File: src/rtl/zero_heap_pkg.sv
// Shared constants and state type for the Zero VM heap datapath.
package zero_heap_pkg;

    localparam int MemoryElementWidth = 12;
    localparam int NArea              = 10;
    localparam int NArrays            = 2;
    localparam int NHeap              = NArea * NArrays;

    typedef enum logic [2:0] {
        S_IDLE  = 3'd0,
        S_CHECK = 3'd1,
        S_READ  = 3'd2,
        S_WRITE = 3'd3,
        S_DONE  = 3'd4
    } heap_move_state_t;

endpackage

File: src/rtl/heap_address.sv
// Flat heap address of one element: arrayIdx*AreaSize + offset + element.
module heap_address
    import zero_heap_pkg::*;
#(
    parameter int Width    = MemoryElementWidth,
    parameter int AreaSize = NArea
) (
    input  logic [Width-1:0] arrayIdx,
    input  logic [Width-1:0] offset,
    input  logic [Width-1:0] element,
    output logic [Width-1:0] addr
);

    localparam logic [Width-1:0] AreaStride = Width'(AreaSize);

    assign addr = arrayIdx * AreaStride + offset + element;

endmodule

File: src/rtl/heap_move_sequencer.sv
// moveLong sequencer: copies a run of heap elements one at a time over a
// single-port synchronous-read heap, with memmove ordering, and grows the
// target array's size entry as elements land past its current end.
module heap_move_sequencer #(
    parameter int MemoryElementWidth = zero_heap_pkg::MemoryElementWidth,
    parameter int NArea              = zero_heap_pkg::NArea,
    parameter int NArrays            = zero_heap_pkg::NArrays,
    parameter int NHeap              = zero_heap_pkg::NHeap
) (
    input  logic                          clock,
    input  logic                          reset,
    input  logic                          start,
    input  logic [MemoryElementWidth-1:0] srcArray,
    input  logic [MemoryElementWidth-1:0] srcOffset,
    input  logic [MemoryElementWidth-1:0] tgtArray,
    input  logic [MemoryElementWidth-1:0] tgtOffset,
    input  logic [MemoryElementWidth-1:0] length,
    output logic                          busy,
    output logic                          done,
    output logic                          error,
    output logic [MemoryElementWidth-1:0] heapRdAddr,
    input  logic [MemoryElementWidth-1:0] heapRdData,
    output logic                          heapWrEn,
    output logic [MemoryElementWidth-1:0] heapWrAddr,
    output logic [MemoryElementWidth-1:0] heapWrData,
    output logic [MemoryElementWidth-1:0] sizeRdArray,
    input  logic [MemoryElementWidth-1:0] sizeRdData,
    output logic                          sizeWrEn,
    output logic [MemoryElementWidth-1:0] sizeWrValue
);
    import zero_heap_pkg::*;

    localparam int W = MemoryElementWidth;
    localparam logic [W-1:0] One        = W'(1);
    localparam logic [W-1:0] ArrayLimit = W'(NArrays);
    localparam logic [W:0]   AreaLimit  = (W + 1)'(NArea);

    // The heap is assumed to be exactly the concatenation of all array areas.
    if (NHeap != NArea * NArrays) begin : g_geometry_bad
        $error("heap_move_sequencer: NHeap must equal NArea*NArrays");
    end

    heap_move_state_t state;

    logic [W-1:0] srcArrayR, srcOffsetR, tgtArrayR, tgtOffsetR, lengthR;
    logic [W-1:0] k;
    logic [W-1:0] e;
    logic         backward;
    logic [W-1:0] wrDataHold;
    logic [W-1:0] sizeValHold;

    logic [W:0]   srcEnd, tgtEnd;
    logic         rejected;
    logic [W-1:0] eFirst, eStep, eRead;
    logic [W-1:0] srcAddr, tgtAddr;
    logic [W-1:0] sizeTarget;

    // Operand validation; sums carry one extra bit so they cannot wrap.
    assign srcEnd   = {1'b0, srcOffsetR} + {1'b0, lengthR};
    assign tgtEnd   = {1'b0, tgtOffsetR} + {1'b0, lengthR};
    assign rejected = (srcArrayR >= ArrayLimit) || (tgtArrayR >= ArrayLimit) ||
                      (srcEnd > AreaLimit) || (tgtEnd > AreaLimit);

    // Element walk: the read address is always registered one step ahead,
    // so the source address is formed from the element about to be read.
    assign eFirst = backward ? (lengthR - One) : '0;
    assign eStep  = backward ? (e - One) : (e + One);
    assign eRead  = (state == S_CHECK) ? eFirst : eStep;

    heap_address #(.Width(W), .AreaSize(NArea)) u_src_addr (
        .arrayIdx (srcArrayR),
        .offset   (srcOffsetR),
        .element  (eRead),
        .addr     (srcAddr)
    );

    heap_address #(.Width(W), .AreaSize(NArea)) u_tgt_addr (
        .arrayIdx (tgtArrayR),
        .offset   (tgtOffsetR),
        .element  (e),
        .addr     (tgtAddr)
    );

    // Write data and size update depend on same-cycle inputs (heap read
    // data, size table read), so they pass through during WRITE and hold
    // the last written value otherwise.
    assign sizeTarget  = tgtOffsetR + e + One;
    assign sizeRdArray = tgtArrayR;
    assign sizeWrEn    = (state == S_WRITE) && (sizeRdData < sizeTarget);
    assign sizeWrValue = (state == S_WRITE) ? sizeTarget : sizeValHold;
    assign heapWrData  = (state == S_WRITE) ? heapRdData : wrDataHold;

    // Control FSM with registered status, strobe and address outputs.
    always_ff @(posedge clock) begin
        if (reset) begin
            state       <= S_IDLE;
            busy        <= 1'b0;
            done        <= 1'b0;
            error       <= 1'b0;
            heapWrEn    <= 1'b0;
            heapRdAddr  <= '0;
            heapWrAddr  <= '0;
            wrDataHold  <= '0;
            sizeValHold <= '0;
            srcArrayR   <= '0;
            srcOffsetR  <= '0;
            tgtArrayR   <= '0;
            tgtOffsetR  <= '0;
            lengthR     <= '0;
            k           <= '0;
            e           <= '0;
            backward    <= 1'b0;
        end else begin
            done     <= 1'b0;
            heapWrEn <= 1'b0;
            unique case (state)
                S_IDLE: begin
                    if (start) begin
                        srcArrayR  <= srcArray;
                        srcOffsetR <= srcOffset;
                        tgtArrayR  <= tgtArray;
                        tgtOffsetR <= tgtOffset;
                        lengthR    <= length;
                        backward   <= (srcArray == tgtArray) && (tgtOffset > srcOffset);
                        k          <= '0;
                        busy       <= 1'b1;
                        error      <= 1'b0;
                        state      <= S_CHECK;
                    end
                end
                S_CHECK: begin
                    if (rejected || (lengthR == '0)) begin
                        done  <= 1'b1;
                        error <= rejected;
                        state <= S_DONE;
                    end else begin
                        e          <= eFirst;
                        heapRdAddr <= srcAddr;
                        state      <= S_READ;
                    end
                end
                S_READ: begin
                    heapWrEn   <= 1'b1;
                    heapWrAddr <= tgtAddr;
                    state      <= S_WRITE;
                end
                S_WRITE: begin
                    wrDataHold  <= heapRdData;
                    sizeValHold <= sizeTarget;
                    k           <= k + One;
                    if (k == lengthR - One) begin
                        done  <= 1'b1;
                        error <= 1'b0;
                        state <= S_DONE;
                    end else begin
                        e          <= eStep;
                        heapRdAddr <= srcAddr;
                        state      <= S_READ;
                    end
                end
                S_DONE: begin
                    busy  <= 1'b0;
                    error <= 1'b0;
                    state <= S_IDLE;
                end
                default: begin
                    busy  <= 1'b0;
                    state <= S_IDLE;
                end
            endcase
        end
    end

endmodule

File: config.mk
export PLATFORM = sky130hd
export DESIGN_NAME = heap_move_sequencer
export DESIGN_NICKNAME = d
export VERILOG_FILES = /design/src/rtl/zero_heap_pkg.sv /design/src/rtl/heap_address.sv /design/src/rtl/heap_move_sequencer.sv
export SDC_FILE = /design/constraint.sdc
export NUM_CORES = 1
export LEC_CHECK = 0
export BUFFER_PORTS_ARGS = -buffer_cell sky130_fd_sc_hd__buf_2
export CAP_MARGIN = 25
export CORE_ASPECT_RATIO = 0.9
export CORE_MARGIN = 1.5
export CORE_UTILIZATION = 30
export CTS_CLUSTER_DIAMETER = 30
export DETAILED_ROUTE_END_ITERATION = 12
export GPL_TIMING_DRIVEN = 0
export PLACE_DENSITY = 0.49
export SLEW_MARGIN = 20
export SYNTH_ARGS = -nofsm -noshare
export SYNTH_HDL_FRONTEND = slang
export SYNTH_SLANG_ARGS = --single-unit
File: constraint.sdc
create_clock -name clock -period 12.2 [get_ports clock]
set_input_delay 1.22 -clock clock [delete_from_list [all_inputs] [get_ports clock]]
set_output_delay 1.22 -clock clock [all_outputs]
set_load 0.01 [all_outputs]
* Word-level counts from Yosys, hierarchy flattened *
Cells that the tools add are included.
W data, S select, Z words.

storage, ports and cells
  register bits after elaboration = 140
  input port bits = 87
  output and inout port bits = 65
  logic and storage cells = 93

operators by class
  add/subtract/negate cells = 12
  multiply operators = 2
  magnitude comparators = 6
  equal/unequal tests = 11
  muxes and demuxes = 27
  bitwise operators = 1
  reductions and logical operators = 17

operator list
  cell                     count
  $mux W12                 10
  $pmux W12 S2             3
  $add A12 B12 Y12         5
  $add A12 B1 Y12 const B  3
  $add A12 B12 Y13         2
  $gt A13 B4 Y1 const B    2
  $eq A12 B12 Y1           2
  $ge A12 B2 Y1 const B    2
  $mul A12 B3 Y11 const B  2
  $sub A12 B1 Y12 const B  2
  $gt A12 B12 Y1           1
  $logic_not A12 Y1        1
  $lt A12 B12 Y1           1
  $pmux W3 S4              1
  $mux W3                  3
  $mux W1                  7
  $eq A3 B2 Y1 const B     2
  $ne A2 B2 Y1 const B     3
  $reduce_and A2 Y1        3
  $logic_or A1 B1 Y1       4
  $ne A2 B1 Y1 const B     2
  $pmux W1 S2              2
  $pmux W1 S4              1
  $reduce_and A4 Y1        1
  9 further kinds          11

* Logic depth before layout (Yosys ltp) *
Gate-level depths: netlist of the first run.

  depth after elaboration = 7
  mapped depth = 20
  mapped depth without buffers = 20

* By module *
From an unflattened synthesis of the first run, not the netlist that was laid out.

unflattened totals
  cells, all modules = 1400
  area total of the unflattened synthesis = 10935.5 µm²

by module, submodules not included
  module                     times used  cells each  area each (µm²)  seq. area each (µm²)
  heap_move_sequencer        1           1145        8738.4           2802.7
  heap_address (u_tgt_addr)  1           127         1103.6           0.0
  heap_address (u_src_addr)  1           128         1093.5           0.0

* Worst setup path after synthesis of the first run *
OpenSTA, ideal clock, no wires.

  path kind = flip-flop to output port
  start = register tgtOffsetR[1]
  end = output port sizeWrEn
  arrival time = 3.103 ns
  required time = 10.980 ns
  setup slack = 7.877 ns
  stages on the path, launching flop included = 12
  buffers on the path = 0
  path through = dfxtp_1 ha_1 nor2b_1 o21ai_0 nand2b_1 a2111oi_0 a211oi_1 o21ai_0 o21ai_0 xnor2_1 ha_1 a2111oi_0

on the way
  cells in the longest elaborated chain, start to end = 4

RTL lines
  element                 RTL line                    RTL
  from (decl)             heap_move_sequencer.sv:45   logic [W-1:0] srcArrayR, srcOffsetR, tgtArrayR, tgtOffsetR, lengthR;
  from (signal assigned)  heap_move_sequencer.sv:122  tgtOffsetR <= tgtOffset;
  $add A12 B12 Y12        heap_move_sequencer.sv:87   assign sizeTarget = tgtOffsetR + e + One;
  $add A12 B1 Y12         heap_move_sequencer.sv:87
  $lt A12 B12 Y1          heap_move_sequencer.sv:89   assign sizeWrEn = (state == S_WRITE) && (sizeRdData < sizeTarget);
  $logic_and A1 B1 Y1     heap_move_sequencer.sv:89
  to (decl)               heap_move_sequencer.sv:28   output logic sizeWrEn,

Every way passes these cells.

* Worst setup path in the final report of the first run *
Same ends and word-level chain as after synthesis.

==> results.md, run 1 <==
* Setup tns final at 0 ps
* # H-tree levels at 4
* Worst hold slack at about 450 ps
* Gate Count Post-Synth at ~1400
* Slowest-stage cell, CP: dfxtp_1
* FF+latch count, synth at 140
* WL per Instance at between 15 and 20 um
* Area leader, netlist: dfxtp_1
* Routed Antenna Nets at 0
* Fraction of layout cells with a size suffix above 1 at 13.6%
* Worst Setup SP: tgtOffsetR[1]
* Sw Ratio at 32.9%
* Delay-heaviest family, CP: compound AO/OA/AOI/OAI gates
* Psw at roughly 440 uW
* Max IR drop VDD at about 0.099 mV
* CP Data Required Time at around 11000 ps
* CTS Buffer Depth at 2
* Residual DRC count at 0
* Comb pwr share at between 20% and 30%
* Worst-path cell chain: ha_1 -> nor2b_1 -> o21ai_0 -> nand2b_1 -> a2111oi_0 -> a211oi_1 -> o21ai_0 -> o21ai_0 -> xnor2_1 -> ha_1 -> a2111oi_0 -> buf_2
* Fill count at 3853
* Cell area after synthesis at approximately 11000 um2
* Post-synth EDFFs at 0
* First-pass DRT Iterations at 4
* Min cycle time layout at roughly 5600 ps
* FF/Latch Area at 2800 um2
* # Post-CTS Setup Buffers at 0
* Worst path most repeated cell: o21ai_0
* CP Max Fanout at 6
* Hold Buf Count CTS at 0
* Final Hold Viols at 0
* RSZ-0062 raised after global routing: false
* Distinct cells, synth at slightly above 80
* Leakage power at 0.00587 uW
* Finished layout cell area at 12800 um2
* Largest net degree at the start of global routing at 17
* Area contributors post-synth: dfxtp_1 26%, ha_1 14%, a21oi_1 7.6%, nand2_1 7.5%, fa_1 5.2%
* ANT cells at 0
* Tightest Pin Transition at a little under 900 ps
* Initial DRC count at roughly 700
* Clk pwr share at 40.4%
* P_int at between 800 and 900 uW
* Area of the multi-input gates at around 7400 um2
* Clock sinks at 140
* Worst-path clk slew at 70 ps
* Final setup fails at 0
* Gr usage total at about a fifth
* Worst hold path class: reg2reg
* Die Footprint at between 30000 and 40000 um2
* Final Core Density at roughly 36%
* Port Buffers at 150
* Clk Latency, worst-skew pair at 450 ps
* Syn Area/Cell at a little under 8 um2
* Synth-to-Final Area Change at 17.7%
* Post-synth ARST share at 0%
* Global-route wire length before repair at ~57000 um
* Worst Path Buf+Inv at 1
* Syn Nets at 1622
* Final Slew Violations at 0
* Post-synthesis sequential area ratio at 25.8%
* Max stage delay on crit path at approximately 660 ps
* Endpoint type of the worst setup path: output pin
* Vias in the first global route at between 9000 and 10000
* RR Startpoint: backward
* # nets final at 1791
* Slew headroom at between 40% and 50%
* Synth warn at 0
* HP Start: heapWrAddr[10]
* Core area at ~35000 um2
* I/O pin cnt at 152
* Max Cap Viol at 0
* Main synth FF type: dfxtp_1
* CP Data Arrival Time at about 4400 ps
* Pwr Density at just over 100 nW/um2
* Seq pwr share at 37.6%
* Vias per cell at a little over 5
* DIE HEIGHT at about 180 um
* Grt ovf at 0
* Gpl congestion at approximately 0.90
* WL final at 37900 um
* Fmax at 0.177 GHz
* CTS resizes at 0
* Yosys top cell area share at around 26%
* Initial antenna violation count at 0
* Row count at 65
* Die W at slightly above 200 um
* Status: completed
* Fin crit share at between 40% and 50%
* Post-DP HPWL at 30700 um
* Placed cell area at 12200 um2
* Clock Skew at approximately 12 ps
* TritonCTS Buffers at 17
* Clk root buf: clkbuf_16
* Worst setup SP type: flop
* Via count at around 10000
* Clock tree from TritonCTS: done
* Starting Density at a little under a third
* Critical path type: reg2out
==> cell families after synthesis <==
| logic type | share of synthesized area [%] |
|---|---|
| simple gates | 20.1 |
| compound gates | 20.3 |
| buf+inv | 6.13 |
| fa+ha+maj | 19.2 |
| flops | 25.8 |
| xor+xnor | 7.72 |
| mux | 0.681 |
==> layout make-up <==
class                      count  share of cell area (%)
tap                          469                    4.60
sequential                   140                    22.0
inverter                     115                    3.38
multi-input combinational   1076                    57.8
buffer                        54                    1.82
timing repair buffer         150                    5.88
clock inverter                12                    1.01
clock buffer                  20                    3.58
==> final timing paths <==
kind / to / slack (ps) / cells after the start
hold reg to reg: heapWrAddr[10] / 450 / 2
setup reg to reg: heapRdAddr[11] / 6630 / 18
hold / removal: heapWrAddr[10] / 450 / 2
setup / recovery: sizeWrEn / 6550 / 12
==> placed cells by master (no fill, tap or decap), drive strengths merged, types with 42 or more instances in the layout <==
cell type	instances
clkbuf	61
a21oi	164
o21ai	68
inv	120
ha	122
dfxtp	140
xor2	43
nand2	217
xnor2	42
buf	163
nor2	87
==> power groups by stage <==
stage / Clock (uW) / Sequential (uW) / Combinational, uW
floorplan: 0 / 495 / 204
global placement: 0 / 508 / 287
detailed placement: 0 / 508 / 289
CTS: 549 / 498 / 291
global route: 567 / 499 / 327
finish: 535 / 498 / 290
==> worst register-to-register path: stages, from the launching register on <==
cell and delay (ps):
dfxtp_1 820, ha_1 390, a211o_1 310, a2111oi_0 620
nor2_1 140, o31ai_1 400, nor2_1 80, a31oi_1 450
fa_1 520, inv_1 70, ha_1 250, or2_2 300
a21oi_1 140, a21oi_1 80, a31oi_1 220, xnor2_1 260
xnor2_1 190, nand3_1 100, a21oi_1 140
==> metrics by stage <==
step	power (uW)	worst slack, ps	std cells
finish	1320	6550	2036
global route	1390	6310	2036
CTS	1340	6520	2036
detailed placement	797	6730	2004
global placement	796	6760	2004
floorplan	699	7880	1385
==> cell usage after synthesis, types with 3 or more instances <==
cell and instances:
a31oi_1 14, nor4_1 10, buf_1 8, a21o_1 19, nor3b_1 4, o21ai_0 58, nand2_1 217, and3_1 9
o21bai_1 5, o21a_1 17, or3_1 9, and2_1 11, o211ai_1 3, dfxtp_1 140, nor3_1 28, xor2_1 43
a211oi_1 19, a2111oi_0 6, xnor2_1 42, fa_1 28, o2111ai_1 3, ha_1 122, mux2_2 3, o31ai_1 6
nor2b_1 12, nand4_1 11, nand2b_1 17, nand3_1 37, clkbuf_1 40, nor3_2 4, or2_2 4, nor2_1 85
inv_1 114, a21oi_1 164, o21ai_1 8, mux2i_1 4
==> sequential cells by signal, indices dropped and copies added, names as in the netlist, 3 cells and up <==
register	cells
srcOffsetR	12
state	3
lengthR	12
heapRdAddr	12
wrDataHold	12
e	12
k	12
srcArrayR	12
sizeRdArray	12
heapWrAddr	12
tgtOffsetR	12
sizeValHold	12
==> metal layers <==
| metal | vias up | track usage, % | wire, um | share of wire [%] |
|---|---|---|---|---|
| met5 | - | 0 | 0 | 0 |
| met3 | 47 | 3.96 | 2050 | 5.4 |
| li1 | 5137 | - | - | - |
| met4 | 0 | 6.10 | 804 | 2.1 |
| met2 | 272 | 32.2 | 16700 | 44 |
| met1 | 4855 | 28.1 | 18300 | 48 |
Power figures use the tool's default switching activity.
==> inputs of run 2 (changes only) <==
PLACE_DENSITY = 0.51   (was 0.49)
clock period = 5.11 ns   (was 12.2 ns; I/O delays follow)
==> run 2 against run 1 <==
Final area increased by 0.33%. Worst hold slack got worse by 140 ps. Global-route usage increased by 0.081 points. Clock power increased by 150%. Wire length increased by 0.46%. Via count increased by 0.48%. Clock skew decreased by 0.83 ps. Count of clock-buffer cells in the layout decreased by 2. First-iteration DRC count increased by 1.7%. Non-clock buffer count unchanged. Sequential power increased by 140%. Core utilization increased by 0.12 points. Largest power group unchanged.
==> results.md, run 2 (same netlist as run 1, synthesis figures left out) <==
* Residual DRC count at 0
* CP Max Fanout at 6
* Grt ovf at 0
* Gr usage total at 20.5%
* Port Buffers at 150
* Comb pwr share at 21.7%
* Worst-path clk slew at around 70 ps
* TritonCTS Buffers at 17
* Slew headroom at around 41%
* Fin crit share at a little over nine tenths
* Clk root buf: clkbuf_16
* Vias in the first global route at a little under 10000
* Commonest cells after routing, fill and taps aside: 217 x nand2_1, 164 x a21oi_1, 152 x buf_2
* ANT cells at 0
* DIE HEIGHT at approximately 180 um
* Pwr Density at 251 nW/um2
* # Post-CTS Setup Buffers at 0
* Most common cell after layout, fill and taps aside: nand2_1
* Fmax at slightly above 0.2 GHz
* Tightest Pin Transition at between 800 and 900 ps
* I/O pin cnt at 152
* Endpoint type of the worst setup path: flop
* Max stage delay on crit path at about 520 ps
* Clock sinks at 140
* Total power at ~3200 uW
* Worst-path cell chain: ha_1 -> a211o_1 -> a21oi_1 -> nor2b_1 -> nor2_1 -> xor2_1 -> nor2_1 -> a31oi_2 -> fa_1 -> inv_1 -> ha_1 -> and3_1 -> a2111o_1 -> a21o_1 -> a21o_1 -> a21o_1 -> a21oi_1 -> xnor2_1 -> nand3_1 -> a21oi_1
* RSZ-0062 raised after global routing: false
* Max IR drop VDD at 0.170 mV
* Clk pwr share at 41.2%
* Met1 Use GR at 27.7%
* PnR worst setup slack at 289 ps
* GR Layer Usage met2 at about a third
* Slowest-stage cell, CP: dfxtp_1
* Worst hold path class: in2reg
* Largest net degree at the start of global routing at 17
* CP Data Arrival Time at around 5200 ps
* Die W at approximately 200 um
* Vias per cell at ~5
* Area of the multi-input gates at 7390 um2
* WL per Instance at around 19 um
* Grt peak-use layer: met2
* Clock Skew at roughly 11 ps
* Delay-heaviest family, CP: compound AO/OA/AOI/OAI gates
* FF/Latch Area at 2810 um2
* Row count at 65
* Fraction of layout cells with a size suffix above 1 at around 14%
* CTS Buffer Depth at 2
* Initial antenna violation count at 0
* Gpl congestion at approximately 0.9
* Clock tree from TritonCTS: done
* Max Cap Viol at 0
* Final Hold Viols at 0
* Psw at ~1000 uW
* Met3 track demand over resource at between 3 and 4%
* Worst Path Buf+Inv at 1
* Post-DP HPWL at 30700 um
* Setup WS pre-CTS at -187 ps
* Die Footprint at between 30000 and 40000 um2
* Routed Antenna Nets at 0
* Leakage power at approximately 0.006 uW
* WL final at around 38000 um
* Initial DRC count at about 730
* Fill count at 3800
* Global-route wire length before repair at approximately 58000 um
* Critical path type: reg2reg
* Core area at 35300 um2
* Final setup fails at 0
* Status: completed
* Min cycle time layout at around 4800 ps
* Sw Ratio at a little under a third
* Via count at 10400
* P_int at ~2200 uW
* Starting Density at between 30% and 40%
* First-pass DRT Iterations at 6
* Seq pwr share at 37.0%
* CP Data Required Time at 5470 ps
* Worst setup SP type: flop
* Synth-to-Final Area Change at 18.1%
* Final Slew Violations at 0
* # H-tree levels at 4
* # nets final at 1791
* Clk Latency, worst-skew pair at ~440 ps
[run 2: cell count changes in the layout (fill, tap and decap cells not counted), sizes merged]
cell      delta
bufinv       +2
clkbuf       -2
clkinv       +5
clkinvlp     -2
inv          -4
[run 2: timing repair]
item / in CTS / in global routing
hold buffers: 0 / 0
gates resized for setup: 1 / 5
endpoints found under the setup margin: 2 / 2
pin swaps: 0 / 0
endpoints found under the hold margin: 0 / 0
[run 2: path summary, 6_finish.rpt]
check / from / end / slack (ps) / cells past startpoint
worst max-delay path: e[1] / heapRdAddr[10] / 290 / 20
worst min-delay path: length[4] / lengthR[4] / 310 / 3
worst max register to register: e[1] / heapRdAddr[10] / 290 / 20
worst min register to register: heapWrAddr[4] / heapWrAddr[4] / 450 / 2
[run 2: power groups by stage]
stage               logic (uW)  clock network (uW)  registers, uW
finish                     698                1320           1190
global route               786                1390           1190
CTS                        696                1350           1190
detailed placement         692                   0           1210
global placement           685                   0           1210
floorplan                  488                   0           1180
[run 2: metrics by stage]
step                area, um2  hold slack (ps)  utilization, %  setup TNS (ps)  instances
finish                  12800              313            36.3               0       2035
global route            12800              305            36.3               0       2035
CTS                     12800              300            36.2               0       2035
detailed placement      12200              446            34.5            -213       2004
global placement        12200              443            34.5            -218       2004
floorplan               10800              436               -               0       1385
[run 2: metal layers]
layer	routed length [um]	vias to the layer above
li1	-	5139
met5	0	-
met1	18000	4868
met2	16900	300
met3	2170	53
met4	990	0
[run 2: final cells by class]
cell class	count	share of cell area (%)
Buffer	54	1.82
Clock buffer	18	3.43
Clock inverter	13	1.30
Inverter	115	3.37
Multi-Input combinational cell	1076	57.7
Sequential cell	140	21.9
Tap cell	469	4.58
Timing Repair Buffer	150	5.86
[run 2: worst reg2reg max path, cell delays in order (launching register included)]
cell and delay [ps]:
dfxtp_1 520, ha_1 310, a211o_1 330, a21oi_1 150
nor2b_1 70, nor2_1 110, xor2_1 330, nor2_1 100
a31oi_2 290, fa_1 470, inv_1 60, ha_1 270
and3_1 190, a2111o_1 440, a21o_1 190, a21o_1 190
a21o_1 180, a21oi_1 170, xnor2_1 130, nand3_1 90
a21oi_1 160
==> inputs of run 3 (changes only) <==
PLACE_DENSITY = default   (was 0.51)
PLACE_DENSITY_LB_ADDON = 0.3   (was default)
==> run 3 against run 2 <==
Global-route usage down 0.63 points. Largest cell class unchanged. Largest power group unchanged. Clock skew up 2.2 ps. Die area unchanged. Highest routed layer unchanged.
==> results.md, run 3 (same netlist as run 1, synthesis figures left out) <==
* Pwr Density at about 250 nW/um2
* Final Hold Viols at 0
* I/O pin cnt at 152
* WL per Instance at between 15 and 20 um
* Global-route wire length before repair at 56200 um
* Worst setup SP type: flop
* WL final at approximately 37000 um
* Clock sinks at 140
* Endpoint type of the worst setup path: flop
* Final setup fails at 0
* DIE HEIGHT at 183 um
* Initial antenna violation count at 0
* RSZ-0062 raised after global routing: false
* CTS Buffer Depth at 2
* Row count at 65
* Slew headroom at between 40% and 50%
* # H-tree levels at 4
* Final Slew Violations at 0
* Delay-heaviest family, CP: compound AO/OA/AOI/OAI gates
* Die W at 203 um
* Worst-path cell chain: ha_1 -> a211o_1 -> a21oi_1 -> nor2b_1 -> nor2_1 -> xor2_1 -> nor2_1 -> a31oi_1 -> fa_1 -> inv_1 -> ha_1 -> and3_1 -> a2111o_1 -> a21o_1 -> a21o_1 -> a21o_1 -> a21oi_1 -> xnor2_1 -> nand3_1 -> a21oi_1
* DP Cell Count at approximately 2000
* Port Buffers at 150
* Max stage delay on crit path at 490 ps
* First-pass DRT Iterations at 5
* Max IR drop VDD at around 0.16 mV
* Fill count at 3755
* Status: completed
* Largest net degree at the start of global routing at 17
* Clock Skew at about 13 ps
* Fin crit share at a little over nine tenths
* # nets final at 1791
* Critical path type: reg2reg
* Core area at 35300 um2
* Leakage power at between 0.005 and 0.006 uW
* Post-Layout Cell Count at approximately 2000
* Setup tns final at 0 ps
* Max Cap Viol at 0
* Gr usage total at around a fifth
* Clock tree from TritonCTS: done
* Grt ovf at 0
* CP Max Fanout at 16
* Clk Latency, worst-skew pair at 440 ps
* CP Data Required Time at ~5500 ps
* Gpl congestion at between 0.9 and 1
* Commonest cells after routing, fill and taps aside: 217 x nand2_1, 164 x a21oi_1, 152 x buf_2
* Fraction of layout cells with a size suffix above 1 at 14.0%
* CP Data Arrival Time at 5240 ps
* Vias in the first global route at roughly 10000
* Worst hold path class: in2reg
* Synth-to-Final Area Change at 18.1%
* Routed Antenna Nets at 0
* Fmax at approximately 0.21 GHz
* # Post-CTS Setup Buffers at 0
* Clk root buf: clkbuf_16
* Post-DP HPWL at between 20000 and 30000 um
* Tightest Pin Transition at 850 ps
* Residual DRC count at 0
* Via count at 10300
* Worst Path Buf+Inv at 1
* Initial DRC count at ~790
* Starting Density at between 30% and 40%
* Vias per cell at around 5
* Worst-path clk slew at ~70 ps
* Min cycle time layout at 4880 ps
* Placed cell area at between 10000 and 15000 um2
* Die Footprint at 37300 um2
* Worst hold slack at 311 ps
* Total power at ~3200 uW
* ANT cells at 0
* Slowest-stage cell, CP: fa_1
* Most common cell after layout, fill and taps aside: nand2_1
* TritonCTS Buffers at 17
* Finished layout cell area at 12800 um2
## run 3: changes by cell type in the layout (fill, tap and decap cells not counted), sizes merged
cell      before  now
inv          116  120
clkinv         9    4
bufinv         3    2
clkbuf        59   60
clkinvlp       0    2
## run 3: layer usage
layer,global-route usage (%),part of all wire (%),vias to the layer above
met1,26.4,45,4804
met3,4.05,7.3,53
li1,-,-,5138
met5,0,0,-
met4,6.28,2.5,0
met2,32.2,45,334
## run 3: stage by stage
step           util, %  setup WS [ps]
6_report          36.3            233
5_1_grt           36.3           9.60
4_1_cts           36.2           54.3
3_5_place_dp      34.5           -278
3_3_place_gp      34.5           -222
2_1_floorplan        -            788
## run 3: final cells by class
cell class | instances | area (um2) | share of cell area (%)
buffer | 54 | 233 | 1.82
clock buffer | 19 | 443 | 3.46
clock inverter | 13 | 155 | 1.21
inverter | 115 | 432 | 3.37
multi-input combinational | 1076 | 7400 | 57.8
sequential | 140 | 2810 | 21.9
tap | 469 | 587 | 4.58
timing repair buffer | 150 | 751 | 5.86
## run 3: worst register-to-register path, delay by kind of cell (launching register included)
family / cells / cell delay [ps]
DFF: 1 / 480
xor gates and xnor gates: 2 / 460
buffers and inverters: 1 / 60
adders and majority gates: 3 / 1050
and+or+nand+nor: 5 / 560
AOI/OAI and AO/OA: 9 / 2190
## run 3: worst paths after layout
kind            startpoint        endpoint  slack [ps]  cells after the start
max               backward  heapRdAddr[10]         230                     20
min              length[7]      lengthR[7]         310                      3
max reg2reg       backward  heapRdAddr[10]         230                     20
min reg2reg  heapWrAddr[7]   heapWrAddr[7]         450                      2
## run 3: power by group
part           internal, uW  switching (uW)  total (uW)  leakage, uW
Combinational           286             407         693      0.00445
Clock                   745             555        1300     0.000289
Sequential             1120            64.7        1190      0.00114
Total                  2150            1030        3180      0.00588
## run 3: repair_timing
item	CTS	global route
hold endpoints to repair	0	0
endpoints found under the setup margin	2	3
hold buffers	0	0
resized for setup	2	6
pin swaps	0	0
